===== src/rtl/reg_update_scheduler.sv =====
// Two-requester, frame-synchronous write scheduler for the PWM/output control
// registers. Writes are staged in shadows and committed on frame_tick, or go
// straight to the live register while bypass is high.
module reg_update_scheduler #(
  parameter int unsigned ADDR_W = 7,
  parameter int unsigned DATA_W = 8
) (
  input  logic              clk,
  input  logic              rst,
  input  logic              a_valid,
  input  logic [ADDR_W-1:0] a_addr,
  input  logic [DATA_W-1:0] a_data,
  output logic              a_ready,
  input  logic              b_valid,
  input  logic [ADDR_W-1:0] b_addr,
  input  logic [DATA_W-1:0] b_data,
  output logic              b_ready,
  input  logic              frame_tick,
  input  logic              bypass,
  output logic [DATA_W-1:0] en_reg_out_7_0,
  output logic [DATA_W-1:0] en_reg_out_15_8,
  output logic [DATA_W-1:0] en_reg_pwm_7_0,
  output logic [DATA_W-1:0] en_reg_pwm_15_8,
  output logic [DATA_W-1:0] pwm_duty_cycle,
  output logic              pending,
  output logic              err_addr,
  output logic [7:0]        commit_cnt
);

  localparam int unsigned NUM_REGS = 5;
  localparam int unsigned CNT_W    = 8;

  // rr_q = 0 favours A, 1 favours B
  logic rr_q, rr_d;
  logic grant_a, grant_b;
  logic              wr_en;
  logic [ADDR_W-1:0] wr_addr;
  logic [DATA_W-1:0] wr_data;

  logic [DATA_W-1:0]   live_q   [NUM_REGS];
  logic [DATA_W-1:0]   live_d   [NUM_REGS];
  logic [DATA_W-1:0]   shadow_q [NUM_REGS];
  logic [DATA_W-1:0]   shadow_d [NUM_REGS];
  logic [NUM_REGS-1:0] dirty_q, dirty_d;
  logic                pending_q, pending_d;
  logic                err_q, err_d;
  logic [CNT_W-1:0]    cnt_q, cnt_d;
  logic                addr_hit;

  // Round-robin arbitration; grant is combinational in the request cycle
  always_comb begin
    grant_a = 1'b0;
    grant_b = 1'b0;
    rr_d    = rr_q;
    if (!rst) begin
      if (a_valid && (!b_valid || !rr_q)) begin
        grant_a = 1'b1;
      end else if (b_valid) begin
        grant_b = 1'b1;
      end
    end
    if (grant_a) begin
      rr_d = 1'b1;
    end else if (grant_b) begin
      rr_d = 1'b0;
    end
    a_ready = grant_a;
    b_ready = grant_b;
    wr_en   = grant_a | grant_b;
    wr_addr = grant_b ? b_addr : a_addr;
    wr_data = grant_b ? b_data : a_data;
  end

  // Commit staged values on the tick, then apply this cycle's write on top
  always_comb begin
    live_d   = live_q;
    shadow_d = shadow_q;
    dirty_d  = dirty_q;
    cnt_d    = cnt_q;
    addr_hit = 1'b0;
    if (frame_tick) begin
      for (int unsigned i = 0; i < NUM_REGS; i++) begin
        if (dirty_q[i]) begin
          live_d[i] = shadow_q[i];
        end
      end
      dirty_d = '0;
      if (|dirty_q) begin
        cnt_d = cnt_q + CNT_W'(1);
      end
    end
    if (wr_en) begin
      for (int unsigned i = 0; i < NUM_REGS; i++) begin
        if (wr_addr == ADDR_W'(i)) begin
          addr_hit    = 1'b1;
          shadow_d[i] = wr_data;
          if (bypass) begin
            live_d[i]  = wr_data;
            dirty_d[i] = 1'b0;
          end else begin
            dirty_d[i] = 1'b1;
          end
        end
      end
    end
    err_d     = wr_en && !addr_hit;
    pending_d = |dirty_d;
  end

  // State registers with synchronous reset; reset also masks frame_tick
  always_ff @(posedge clk) begin
    if (rst) begin
      rr_q      <= 1'b0;
      dirty_q   <= '0;
      pending_q <= 1'b0;
      err_q     <= 1'b0;
      cnt_q     <= '0;
      for (int unsigned i = 0; i < NUM_REGS; i++) begin
        live_q[i]   <= '0;
        shadow_q[i] <= '0;
      end
    end else begin
      rr_q      <= rr_d;
      dirty_q   <= dirty_d;
      pending_q <= pending_d;
      err_q     <= err_d;
      cnt_q     <= cnt_d;
      live_q    <= live_d;
      shadow_q  <= shadow_d;
    end
  end

  assign en_reg_out_7_0  = live_q[0];
  assign en_reg_out_15_8 = live_q[1];
  assign en_reg_pwm_7_0  = live_q[2];
  assign en_reg_pwm_15_8 = live_q[3];
  assign pwm_duty_cycle  = live_q[4];
  assign pending         = pending_q;
  assign err_addr        = err_q;
  assign commit_cnt      = cnt_q;

endmodule


===== config.mk =====
export PLATFORM = sky130hd
export DESIGN_NAME = reg_update_scheduler
export DESIGN_NICKNAME = d
export VERILOG_FILES = /design/src/rtl/reg_update_scheduler.sv
export SDC_FILE = /design/constraint.sdc
export NUM_CORES = 1
export LEC_CHECK = 0
export BUFFER_PORTS_ARGS = -buffer_cell sky130_fd_sc_hd__buf_2
export CORE_MARGIN = 2
export CORE_UTILIZATION = 50
export CTS_CLUSTER_DIAMETER = 100
export CTS_CLUSTER_SIZE = 8
export DETAILED_ROUTE_END_ITERATION = 10
export PLACE_DENSITY = 0.77
export SLEW_MARGIN = 20
export SYNTH_ARGS = -nofsm -noshare
export SYNTH_HDL_FRONTEND = slang
export SYNTH_SLANG_ARGS = --single-unit

===== constraint.sdc =====
create_clock -name clk -period 2.4 [get_ports clk]
set_clock_uncertainty 0.15 [all_clocks]
set_input_delay 0.24 -clock clk [delete_from_list [all_inputs] [get_ports clk]]
set_output_delay 0.24 -clock clk [all_outputs]
set_load 0.03 [all_outputs]

# [Word level (Yosys, flattened, before mapping)]
# Cells that the tools add are included.
[op_classes] bitwise=1 add_sub_neg=1 reduce_logical=16 eq_ne=4 n_mux=40
[op_table] operator="2-to-1 mux 8 bit" n=16
[op_table] operator="2-to-1 mux 40 bit" n=2
[op_table] operator="2-to-1 mux 1 bit" n=19
[op_table] operator="== test 7 x 2 -> 1 bit, second input constant" n=2
[op_table] operator="AND reduction 2 bit" n=6
[op_table] operator="2-to-1 mux 5 bit" n=2
[op_table] operator="OR reduction 5 bit" n=2
[op_table] operator="adder 8 x 1 -> 8 bit, second input constant" n=1
[op_table] operator="== test 7 x 1 -> 1 bit, second input constant" n=1
[op_table] operator="== test 7 x 3 -> 1 bit, second input constant" n=1
[op_table] operator="zero test 7 bit" n=1
[op_table] operator="2-to-1 mux 7 bit" n=1
[op_table] operator="zero test 1 bit" n=3
[op_table] operator="logical AND 1 bit" n=2
[op_table] operator="nonzero test 2 bit" n=1
[op_table] operator="logical OR 1 bit" n=1
[op_table] operator="OR 1 bit" n=1
[word_totals] ff_bits=96 inputBits=36

# [Longest topological paths before layout]
# Gate-level depths: netlist of the first run.
[logic_depth] word_depth=15 ltp_mapped=9 ltp_nobuf=7

# [Least setup slack after synthesis of the first run]
# No wires, ideal clock.
[synth_path] kind="input to register" startpoint="input port rst" endpoint="register live_q, in the netlist en_reg_pwm_15_8[4]" setup_slack_ps=321 n_path_buf=2 arrival_time_ps=1841 cell_stages=9 setup_ps=88 required_time_ps=2162 path_cell_list="buf_6 and2b_4 nand2_1 inv_1 clkbuf_1 nand2_1 nand2_1 nor2_1 a311oi_2"
[synth_via] elab_chain_cells=5
[synth_rtl] element="start, declared" line="9" text="input logic rst,"
[synth_rtl] element="2-to-1 mux 1 bit *" line="55" text="if (!rst) begin"
[synth_rtl] element="named net b_ready" line="17" text="output logic b_ready,"
[synth_rtl] element="2-to-1 mux 7 bit or 2-to-1 mux 8 bit (tied branches)" line="70, 71"
[synth_rtl] element="== test 7 x 2 -> 1 bit or 2-to-1 mux 8 bit (tied branches)" line="94, 97"
[synth_rtl] element="2-to-1 mux 8 bit" line="94" text="if (wr_addr == ADDR_W'(i)) begin"
[synth_rtl] element="2-to-1 mux 40 bit *" line="92" text="if (wr_en) begin"
[synth_rtl] element="end signal, assigned" line="128" text="live_q <= live_d;"
[synth_rtl] element="end, declared" line="40" text="logic [DATA_W-1:0] live_q [NUM_REGS];"
# Mark *: on every way through the listed nets, which the timed path passes. The rest lies on a longest branch.
# A chain may end at the register's enable or synchronous reset.

# [Final worst setup path of the first run]
[layout_path] startpoint="register rr_q" endpoint="register live_q, in the netlist pwm_duty_cycle[0]"
[layout_via] elab_chain_cells=9
[layout_rtl] element="start, declared" line="34" text="logic rr_q, rr_d;"
[layout_rtl] element="start signal, assigned" line="123" text="rr_q <= rr_d;"
[layout_rtl] element="zero test 1 bit *" line="56" text="if (a_valid && (!b_valid || !rr_q)) begin"
[layout_rtl] element="logical OR 1 bit *" line="56"
[layout_rtl] element="logical AND 1 bit *" line="56"
[layout_rtl] element="2-to-1 mux 1 bit" line="56"
[layout_rtl] element="2-to-1 mux 1 bit" line="55"
[layout_rtl] element="2-to-1 mux 7 bit or 2-to-1 mux 8 bit (tied branches)" line="70, 71"
[layout_rtl] element="== test 7 x 3 -> 1 bit or 2-to-1 mux 8 bit (tied branches)" line="94, 97"
[layout_rtl] element="2-to-1 mux 8 bit" line="94"
[layout_rtl] element="2-to-1 mux 40 bit *" line="92"
# Mark *: on every way between the ends. The rest lies on a longest branch, timed or not.

==> impl_results.md, run 1 <==
* Clock network power share at 0.349
* CP cell instances: nand2b_2 -> nand2_1 -> buf_4 -> nand2_1 -> nand2_1 -> nor2_1 -> a311oi_1
* DIE WIDTH at 98.2 um
* Ys async rst share at 0
* Crit path time final at 2.28 ns
* Clock Sink Count at 96
* Pwr per Cell Area at 555 mW/mm2
* Worst hold path class: in2reg
* Int Pwr at 0.00209 W
* Crit Path Class: reg2reg
* Worst Reg-to-Reg Cells at 7
* Port bufs at 87
* Lkg Pwr at 2.04 nW
* Part of the Yosys area used for sequential elements at 0.433
* Grt total ovfl at 0
* Synth warnings at 0
* Place WS at 0.0856 ns
* Number of flops mapped to enable cells by yosys at 0
* Top FF cell, synth: dfxtp_1
* Critical path endpoint category: flip-flop
* Post-CTS setup buffers at 0
* Core Footprint at 0.00868 mm2
* Slowest cell on crit path: dfxtp_1
* First-pass GRT wire length at 19400 um
* Setup TNS at 0 ns
* Wire per inst at 17.0 um
* Die span in y at 98.2 um
* Worst Path Max Fanout at 18
* Req. time, crit path at 2.51 ns
* Commonest non-fill, non-tap cell in the layout: dfxtp_1
* Worst-Skew Late Latency at 0.36 ns
* Combinational share of power at 0.094
* Routed WL at 12000 um
* Most frequent cells in the layout: 96 x dfxtp_1, 92 x nor2_1, 89 x nand2_1
* Hold Startpoint: b_valid
* TritonCTS Buffers at 9
* Startpoint types: flip-flop
* Initial Util at 0.511
* Via-per-instance ratio at 5.79
* Nets at 634
* Via count at 4110
* Layout cell share with drive strength beyond 1 at 0.264
* Total track usage at 0.251
* Sequential Power Share at 0.557
* Syn avg cell area at 8.68 um2
* Final setup viols at 0
* Fmax at 439 MHz
* Util after Layout at 0.597
* DRC viols at 0
* Worst Max-Slew Pin Slew at 0.779 ns
* Clk buf depth at 2
* Vias in the first global route at 3803
* Filler cells at 799
* Setup ws final at 0.122 ns
* DR pass1 iterations at 5
* DR iter-0 viols at 281
* Worst slew margin at 0.480
* Count of mapped cells out of synthesis at 511
* CTS tree: yes
* N_diodes at 0
* R2r setup slk at 0.12 ns
* Switch share at 0.273
* Worst R2R End: pwm_duty_cycle[0]
* Reg2reg start: rr_q
* Unrepaired setup endpoints after global routing: false
* Full die area at 0.00964 mm2
* Initial antenna violation count at 0
* CTS H-Tree Depth at 3
* Final period util at 0.949
* VDD IR max at 0.000320 V
* Status: finished, final reports clean
* Max Cap Viol at 0
* Psw at 0.000786 W
* Clock Tree Root: clkbuf_8
* Delay of the slowest cell on the worst path at 0.35 ns
* Worst path arrival time at 2.38 ns
* Distinct cell type count after synthesis at 46
* Crit path top cell by count: nand2_1
* Largest net degree at the start of global routing at 70
* Hold path depth at 3
* Total power at 0.00287 W
* IO Count at 88
* Detail Route Antenna Nets at 0
* Dpl hpwl at 8360 um
* Worst hold endpoint: rr_q
* FP Rows at 34
* Final Hold Violating Endpoints at 0
* Synthesized area at 0.00443 mm2
* Design area at 0.00518 mm2
* GPL Wtd Cong at 1.01
* Post-Syn Nets at 548
* Worst-path clk slew at 0.10 ns
* Synth-to-Final Area Change at 16.8%
* Post-Place Cell Area at 0.00499 mm2
* Slew Viols, Final at 0
* FF+latch count, synth at 96
==> logic make-up after synthesis <==
| logic type | synth area share |
|---|---|
| and+or+nand+nor | 0.251 |
| AOI/OAI and AO/OA | 0.222 |
| DFF | 0.433 |
| buffers and inverters | 0.0426 |
| muxes | 0.0341 |
| xor gates and xnor gates | 0.0138 |
| adders and majority gates | 0.00282 |
==> registers in the layout, indices dropped and copies added (netlist names) <==
| signal | flops |
|---|---|
| en_reg_out_7_0 | 8 |
| pwm_duty_cycle | 8 |
| err_addr | 1 |
| en_reg_pwm_7_0 | 8 |
| rr_q | 1 |
| shadow_q | 40 |
| en_reg_pwm_15_8 | 8 |
| pending | 1 |
| dirty_q | 5 |
| en_reg_out_15_8 | 8 |
| commit_cnt | 8 |
==> worst max-delay path by stage <==
stage	from	endpoint	slack, ns	cells after the start
floorplan	rst	en_reg_pwm_15_8[4]	0.32	9
detailed placement	a_addr[1]	en_reg_out_7_0[1]	0.09	6
CTS	rr_q	pwm_duty_cycle[2]	0.22	7
global route	rr_q	pending	0.03	7
finish	rr_q	pwm_duty_cycle[0]	0.12	7
global placement	a_addr[1]	en_reg_out_7_0[7]	0.20	7
==> final cells by class <==
| cell class | count | area, um2 | share of cell area |
|---|---|---|---|
| clock buffer | 11 | 141 | 0.0273 |
| clock inverter | 5 | 40.0 | 0.00773 |
| inverter | 3 | 15.0 | 0.00290 |
| multi-input combinational | 378 | 2320 | 0.449 |
| sequential | 96 | 1920 | 0.371 |
| tap | 108 | 135 | 0.0261 |
| timing repair buffer | 109 | 601 | 0.116 |
==> cell usage after synthesis (5+ instances only) <==
| cell type | instances | area share |
|---|---|---|
| nand2_1 | 89 | 0.075 |
| a311oi_2 | 16 | 0.054 |
| mux2i_1 | 14 | 0.032 |
| a21oi_1 | 5 | 0.0056 |
| nor2_1 | 92 | 0.078 |
| a311oi_1 | 24 | 0.047 |
| dfxtp_1 | 96 | 0.43 |
| xor2_1 | 5 | 0.0099 |
| buf_6 | 5 | 0.013 |
| a211oi_1 | 42 | 0.071 |
| clkbuf_1 | 21 | 0.018 |
| buf_2 | 7 | 0.0079 |
| nand3_1 | 44 | 0.050 |
==> per-layer routing <==
layer  vias to the layer above  share of wire  wire, um  track usage
li1                       2013              -         -            -
met1                      1924           0.43      5180        0.333
met2                       147           0.48      5820        0.409
met3                        26          0.051       617       0.0379
met4                         0          0.035       422        0.106
met5                         -              0         0            0
==> worst max-delay path, delay by kind of cell (launching register included) <==
| kind | cells | cell delay (ns) |
|---|---|---|
| AOI/OAI and AO/OA | 1 | 0.29 |
| buffers and inverters | 1 | 0.31 |
| DFF | 1 | 0.35 |
| and+or+nand+nor | 5 | 1.07 |
==> power by group through the flow <==
stage,Clock (W),Sequential [W],Combinational [W]
2_1_floorplan,0,0.00164,0.000135
3_3_place_gp,0,0.00164,0.000257
3_5_place_dp,0,0.00164,0.000262
4_1_cts,0.00100,0.00160,0.000263
5_1_grt,0.00107,0.00160,0.000283
6_report,0.00100,0.00160,0.000270
==> repair_timing <==
action                                  4_1_cts  5_1_grt
endpoints found under the setup margin        0        1
gates resized for setup                       0        1
hold buffers                                  0        0
==> metrics by stage <==
step           instances  hold WS [ns]
4_1_cts              710        0.0689
3_3_place_gp         694         0.318
5_1_grt              710        0.0997
2_1_floorplan        511         0.187
6_report             710        0.0750
3_5_place_dp         694         0.324
No activity file was read; power rests on OpenSTA's default activity.
==> inputs of run 2 (changes only) <==
--- a/config.mk
+++ b/config.mk
@@ -5,13 +5,14 @@
 export SDC_FILE = /design/constraint.sdc
 export NUM_CORES = 1
 export LEC_CHECK = 0
+export ABC_AREA = 1
 export BUFFER_PORTS_ARGS = -buffer_cell sky130_fd_sc_hd__buf_2
 export CORE_MARGIN = 2
 export CORE_UTILIZATION = 50
 export CTS_CLUSTER_DIAMETER = 100
 export CTS_CLUSTER_SIZE = 8
 export DETAILED_ROUTE_END_ITERATION = 10
-export PLACE_DENSITY = 0.77
+export PLACE_DENSITY = 0.78
 export SLEW_MARGIN = 20
 export SYNTH_ARGS = -nofsm -noshare
 export SYNTH_HDL_FRONTEND = slang
==> run 2 against run 1 <==
  * Sequential power about the same
  * Critical endpoint is now pwm_duty_cycle[3]
  * Critical path depth increased by 3
  * Synthesized cell count increased by 12%
  * Synthesized area decreased by 2.7%
  * Hold slack got worse by 0.054 ns
  * Non-clock buffer count decreased by 19
  * Power increased by 0.46%
  * Core utilization decreased by 0.18 points
  * Cell count increased by 6.6%
==> impl_results.md, run 2 <==
* Post-CTS Hold Fix Bufs at 0
* Worst Path Max Fanout at 17
* Number of flops mapped to enable cells by yosys at 0
* Part of the Yosys area used for sequential elements at 0.446
* Slew Viols, Final at 0
* Worst path arrival time at 2.31 ns
* Syn avg cell area at 7.51 um2
* DR pass1 iterations at 5
* Distinct cell type count after synthesis at 30
* Switch share at 0.255
* Filler cells at 768
* CTS tree: yes
* Biggest register: shadow_q
* Setup TNS at 0 ns
* DRC viols at 0
* Via-per-instance ratio at 5.09
* Detail Route Antenna Nets at 0
* Critical path endpoint category: flip-flop
* Most frequent cells in the layout: 119 x a21oi_1, 96 x dfxtp_1, 87 x o21ai_0, 87 x buf_2, 73 x inv_1
* Synthesized area at 0.00431 mm2
* Synth area leaders: dfxtp_1 45%, a21oi_1 14%, o21ai_0 10%
* Req. time, crit path at 2.54 ns
* Util after Layout at 0.595
* TritonCTS Buffers at 9
* Clock Tree Root: clkbuf_8
* Final setup viols at 0
* Worst slew margin at 0.653
* Startpoint types: flip-flop
* IO Count at 88
* Total track usage at 0.206
* Post-Syn Nets at 611
* DIE WIDTH at 96.9 um
* DR iter-0 viols at 217
* Grt total ovfl at 0
* Int Pwr at 0.00215 W
* Crit path time final at 2.17 ns
* Largest net degree at the start of global routing at 50
* Unrepaired setup endpoints after global routing: false
* GPL Wtd Cong at 0.847
* Crit Path Class: reg2reg
* Routed WL at 9750 um
* Clock Sink Count at 96
* Die span in y at 96.9 um
* Layout cell share with drive strength beyond 1 at 0.215
* VDD IR max at 0.000436 V
* Lkg Pwr at 2.10 nW
* Worst Max-Slew Pin Slew at 0.519 ns
* Psw at 0.000737 W
* N_diodes at 0
* Count leader, synth: a21oi_1
* Max reg flops at 40
* Synth-to-Final Area Change at 14.4%
* Clock network power share at 0.363
* FP Rows at 33
* Worst hold path class: in2reg
* Synth area leader: dfxtp_1
* Final Hold Violating Endpoints at 0
* Count of mapped cells out of synthesis at 574
* Initial Util at 0.520
* Nets at 684
* Initial antenna violation count at 0
* Dpl hpwl at 6700 um
* Synth warnings at 0
* Vias in the first global route at 3470
* Via count at 3851
* FF+latch count, synth at 96
* Status: finished, final reports clean
* Wire per inst at 12.9 um
* Full die area at 0.00938 mm2
* Ys async rst share at 0
* Clk buf depth at 2
* First-pass GRT wire length at 16100 um
* Pwr per Cell Area at 585 mW/mm2
* Final period util at 0.902
* CTS H-Tree Depth at 3
* Worst-path clk slew at 0.09 ns
* Port bufs at 87
* Max Cap Viol at 0
* Core Footprint at 0.00830 mm2
* Synth cell count leaders: 119 x a21oi_1, 96 x dfxtp_1, 87 x o21ai_0
* Fmax at 462 MHz
* Sequential Power Share at 0.555
* Top FF cell, synth: dfxtp_1
* Yosys top cell area share at 0.446
* Worst-Skew Late Latency at 0.36 ns
* Commonest non-fill, non-tap cell in the layout: a21oi_1
* Combinational share of power at 0.082
[run 2: cell types whose count changed in the layout (fill, tap and decap cells not counted), moves of 12 or more]
cell	before	now
a311oi_2	16	0
a311oi_1	24	1
inv_1	2	73
nand2_1	89	61
o21ai_1	0	12
a21oi_1	5	119
o21ai_0	2	87
buf_4	22	3
a211oi_1	42	0
nor2_1	92	45
nand3_1	44	13
mux2i_1	14	1
[run 2: layout make-up]
cell class                      instances  area [um2]  share of cell area
Clock buffer                            9         124              0.0251
Clock inverter                          7        72.6              0.0147
Inverter                               74         278              0.0563
Multi-Input combinational cell        376        1950               0.395
Sequential cell                        96        1920               0.389
Tap cell                              105         131              0.0266
Timing Repair Buffer                   90         458              0.0928
[run 2: worst paths after layout]
check	startpoint	to	slack [ns]	depth (start not counted)
setup reg to reg	rr_q	pwm_duty_cycle[3]	0.23	10
hold reg to reg	commit_cnt[7]	commit_cnt[7]	0.30	1
setup / recovery	rr_q	pwm_duty_cycle[3]	0.23	10
hold / removal	rst	shadow_q[31]	0.02	2
[run 2: power by group through the flow]
stage	clock network (W)	logic, W	registers, W
floorplan	0	0.000151	0.00165
global placement	0	0.000232	0.00164
detailed placement	0	0.000236	0.00164
CTS	0.00106	0.000237	0.00160
global route	0.00112	0.000263	0.00160
finish	0.00105	0.000237	0.00160
[run 2: critical path, stage by stage (launching register included)]
cell     delay, ns
dfxtp_1       0.40
inv_1         0.06
nand2_1       0.15
nand2_4       0.15
nand2_1       0.10
inv_1         0.14
nor2_8        0.25
nand2_4       0.16
nor2_4        0.26
o21ai_0       0.14
a21oi_1       0.13
[run 2: cell families after synthesis]
logic type / after synthesis / synth area share
DFF: 96 / 0.446
AOI/OAI and AO/OA: 221 / 0.261
and+or+nand+nor: 153 / 0.183
buffers and inverters: 102 / 0.106
adders and majority gates: 1 / 0.00290
muxes: 1 / 0.00232
[run 2: timing repair]
item                                    CTS  global route
gates resized for setup                   0             2
endpoints found under the setup margin    0             2
endpoints found under the hold margin     0             0
buffers inserted                          0             0
[run 2: per-stage QoR]
| step | worst slack, ns | total power, W | std cells | hold slack (ns) | area [um2] |
|---|---|---|---|---|---|
| after detailed placement | 0.223 | 0.00188 | 741 | 0.287 | 4720 |
| after global placement | 0.301 | 0.00187 | 741 | 0.281 | 4720 |
| after CTS | 0.199 | 0.00290 | 757 | 0.00605 | 4920 |
| final | 0.234 | 0.00289 | 757 | 0.0209 | 4940 |
| after global routing | 0.0214 | 0.00299 | 757 | 0.0320 | 4940 |
| after floorplan | 0.645 | 0.00180 | 574 | 0.159 | 4310 |
[run 2: layer usage]
layer  vias up  GRT usage  wire length, um
met2        85      0.348             4820
met4         0     0.0347               29
met1      1729      0.269             4370
met5         -          0                0
li1       2033          -                -
met3         4     0.0556              527
==> inputs of run 3 (changes only) <==
--- a/config.mk
+++ b/config.mk
@@ -5,14 +5,14 @@
 export SDC_FILE = /design/constraint.sdc
 export NUM_CORES = 1
 export LEC_CHECK = 0
-export ABC_AREA = 1
 export BUFFER_PORTS_ARGS = -buffer_cell sky130_fd_sc_hd__buf_2
 export CORE_MARGIN = 2
-export CORE_UTILIZATION = 50
+export CORE_UTILIZATION = 25
 export CTS_CLUSTER_DIAMETER = 100
 export CTS_CLUSTER_SIZE = 8
 export DETAILED_ROUTE_END_ITERATION = 10
-export PLACE_DENSITY = 0.78
+export MAX_ROUTING_LAYER = met4
+export PLACE_DENSITY = 0.46
 export SLEW_MARGIN = 20
 export SYNTH_ARGS = -nofsm -noshare
 export SYNTH_HDL_FRONTEND = slang
==> run 3 against run 2 <==
  * Non-clock buffer count grew 25
  * Maximum frequency grew 3.6%
  * Sequential share of layout area shrank 3.9 points
  * Critical path type unchanged
  * Critical endpoint is now en_reg_out_7_0[6]
  * Largest cell class unchanged
==> impl_results.md, run 3 (synthesis gave the netlist of run 1 again) <==
* Routed WL at 14500 um
* First-pass GRT wire length at 22400 um
* Unrepaired setup endpoints after global routing: false
* Synth-to-Final Area Change at 23.7%
* Req. time, crit path at 2.50 ns
* Port bufs at 87
* VDD IR max at 0.000434 V
* Largest net degree at the start of global routing at 98
* Full die area at 0.0188 mm2
* Grt total ovfl at 0
* Detail Route Antenna Nets at 0
* Worst Max-Slew Pin Slew at 0.686 ns
* GPL Wtd Cong at 0.883
* Crit path time final at 2.09 ns
* R2r setup slk at 0.31 ns
* Worst hold endpoint: rr_q
* Slew Viols, Final at 0
* Layout cell share with drive strength beyond 1 at 0.266
* Post-Place Cell Area at 0.00521 mm2
* Setup TNS at 0 ns
* Hold path depth at 3
* Wire per inst at 17.4 um
* Status: finished, final reports clean
* CTS H-Tree Depth at 3
* Reg2reg start: rr_q
* DR pass1 iterations at 4
* DIE WIDTH at 137 um
* Pwr per Cell Area at 596 mW/mm2
* Place WS at 0.182 ns
* Die span in y at 137 um
* Commonest non-fill, non-tap cell in the layout: dfxtp_1
* Post-CTS Hold Fix Bufs at 0
* Core Footprint at 0.0173 mm2
* Count of cells resized by post-cts repair at 0
* DR iter-0 viols at 266
* Lkg Pwr at 2.13 nW
* Dpl hpwl at 10000 um
* Crit Path Class: reg2reg
* Worst path arrival time at 2.20 ns
* Initial Util at 0.256
* IO Count at 88
* Initial antenna violation count at 0
* Max Cap Viol at 0
* FP Rows at 48
* Clock Tree Root: clkbuf_16
* Startpoint types: flip-flop
* Clk buf depth at 2
* Vias in the first global route at 4040
* CTS tree: yes
* Worst-Skew Late Latency at 0.35 ns
* TritonCTS Buffers at 9
* Max reg flops at 40
* Util after Layout at 0.317
* Final period util at 0.871
* Worst hold path class: in2reg
* Post-CTS setup buffers at 0
* Clock Sink Count at 96
* Nets at 640
* Via count at 4036
* Worst Reg-to-Reg Cells at 7
* Worst slew margin at 0.542
* Final setup viols at 0
* Biggest register: shadow_q
* Total power at 0.00327 W
* Hold Startpoint: b_valid
* Worst R2R End: en_reg_out_7_0[6]
* Total track usage at 0.164
* DRC viols at 0
* Design area at 0.00548 mm2
* Fmax at 478 MHz
* Most frequent cells in the layout: 96 x dfxtp_1, 92 x nor2_1, 89 x nand2_1
* Critical path endpoint category: flip-flop
* Via-per-instance ratio at 4.85
* Final Hold Violating Endpoints at 0
* Worst Path Max Fanout at 16
* N_diodes at 0
* Worst-path clk slew at 0.07 ns
* Setup ws final at 0.309 ns
run 3: cell count changes in the layout (fill, tap and decap cells not counted), moves of 8 or more:
cell / change
a211oi_1: +42
a311oi_1: +23
o21ai_1: -12
clkbuf_8: -8
clkbuf_16: +9
nand3_1: +31
inv_1: -70
nand2_1: +28
a311oi_2: +16
nor2_1: +47
o21ai_0: -85
mux2i_1: +13
a21oi_1: -114
buf_4: +23
run 3: critical path, cell delays in order (launching register included):
cell,delay [ns]
dfxtp_1,0.36
and2b_1,0.24
o21ai_0,0.49
nand2_1,0.11
nand2_1,0.12
buf_4,0.22
nor2_1,0.06
a311oi_1,0.25
run 3: metrics by stage:
step,hold slack [ns],cells
after detailed placement,0.323,817
final,0.104,833
after CTS,0.100,833
after floorplan,0.187,511
after global routing,0.134,833
after global placement,0.323,817
run 3: worst max-delay path by stage:
stage / from / to / slack [ns] / depth (start not counted)
after floorplan: rst / en_reg_pwm_15_8[4] / 0.32 / 9
final: rr_q / en_reg_out_7_0[6] / 0.31 / 7
after CTS: rr_q / shadow_q[20] / 0.31 / 6
after detailed placement: rst / pending / 0.18 / 8
after global routing: rr_q / shadow_q[20] / 0.11 / 6
after global placement: rst / pending / 0.24 / 8
run 3: cell type report:
class | instances | area [um2]
tap | 225 | 282
inverter | 3 | 11.3
timing repair buffer | 115 | 671
clock inverter | 3 | 25.0
clock buffer | 13 | 250
fill | 1870 | 11800
multi-input combinational | 378 | 2320
sequential | 96 | 1920
run 3: routing by layer:
metal / vias to the layer above / track usage / part of all wire
met5: - / - / 0
met4: 0 / 0.0636 / 0.024
met3: 20 / 0.0372 / 0.058
met2: 110 / 0.267 / 0.48
met1: 1883 / 0.198 / 0.44
li1: 2023 / - / -
run 3: where the power goes:
| part | internal (W) | switching (W) |
|---|---|---|
| combinational | 0.0000912 | 0.000205 |
| clock | 0.000739 | 0.000632 |
| sequential | 0.00160 | 0.00000373 |
| total | 0.00243 | 0.000840 |
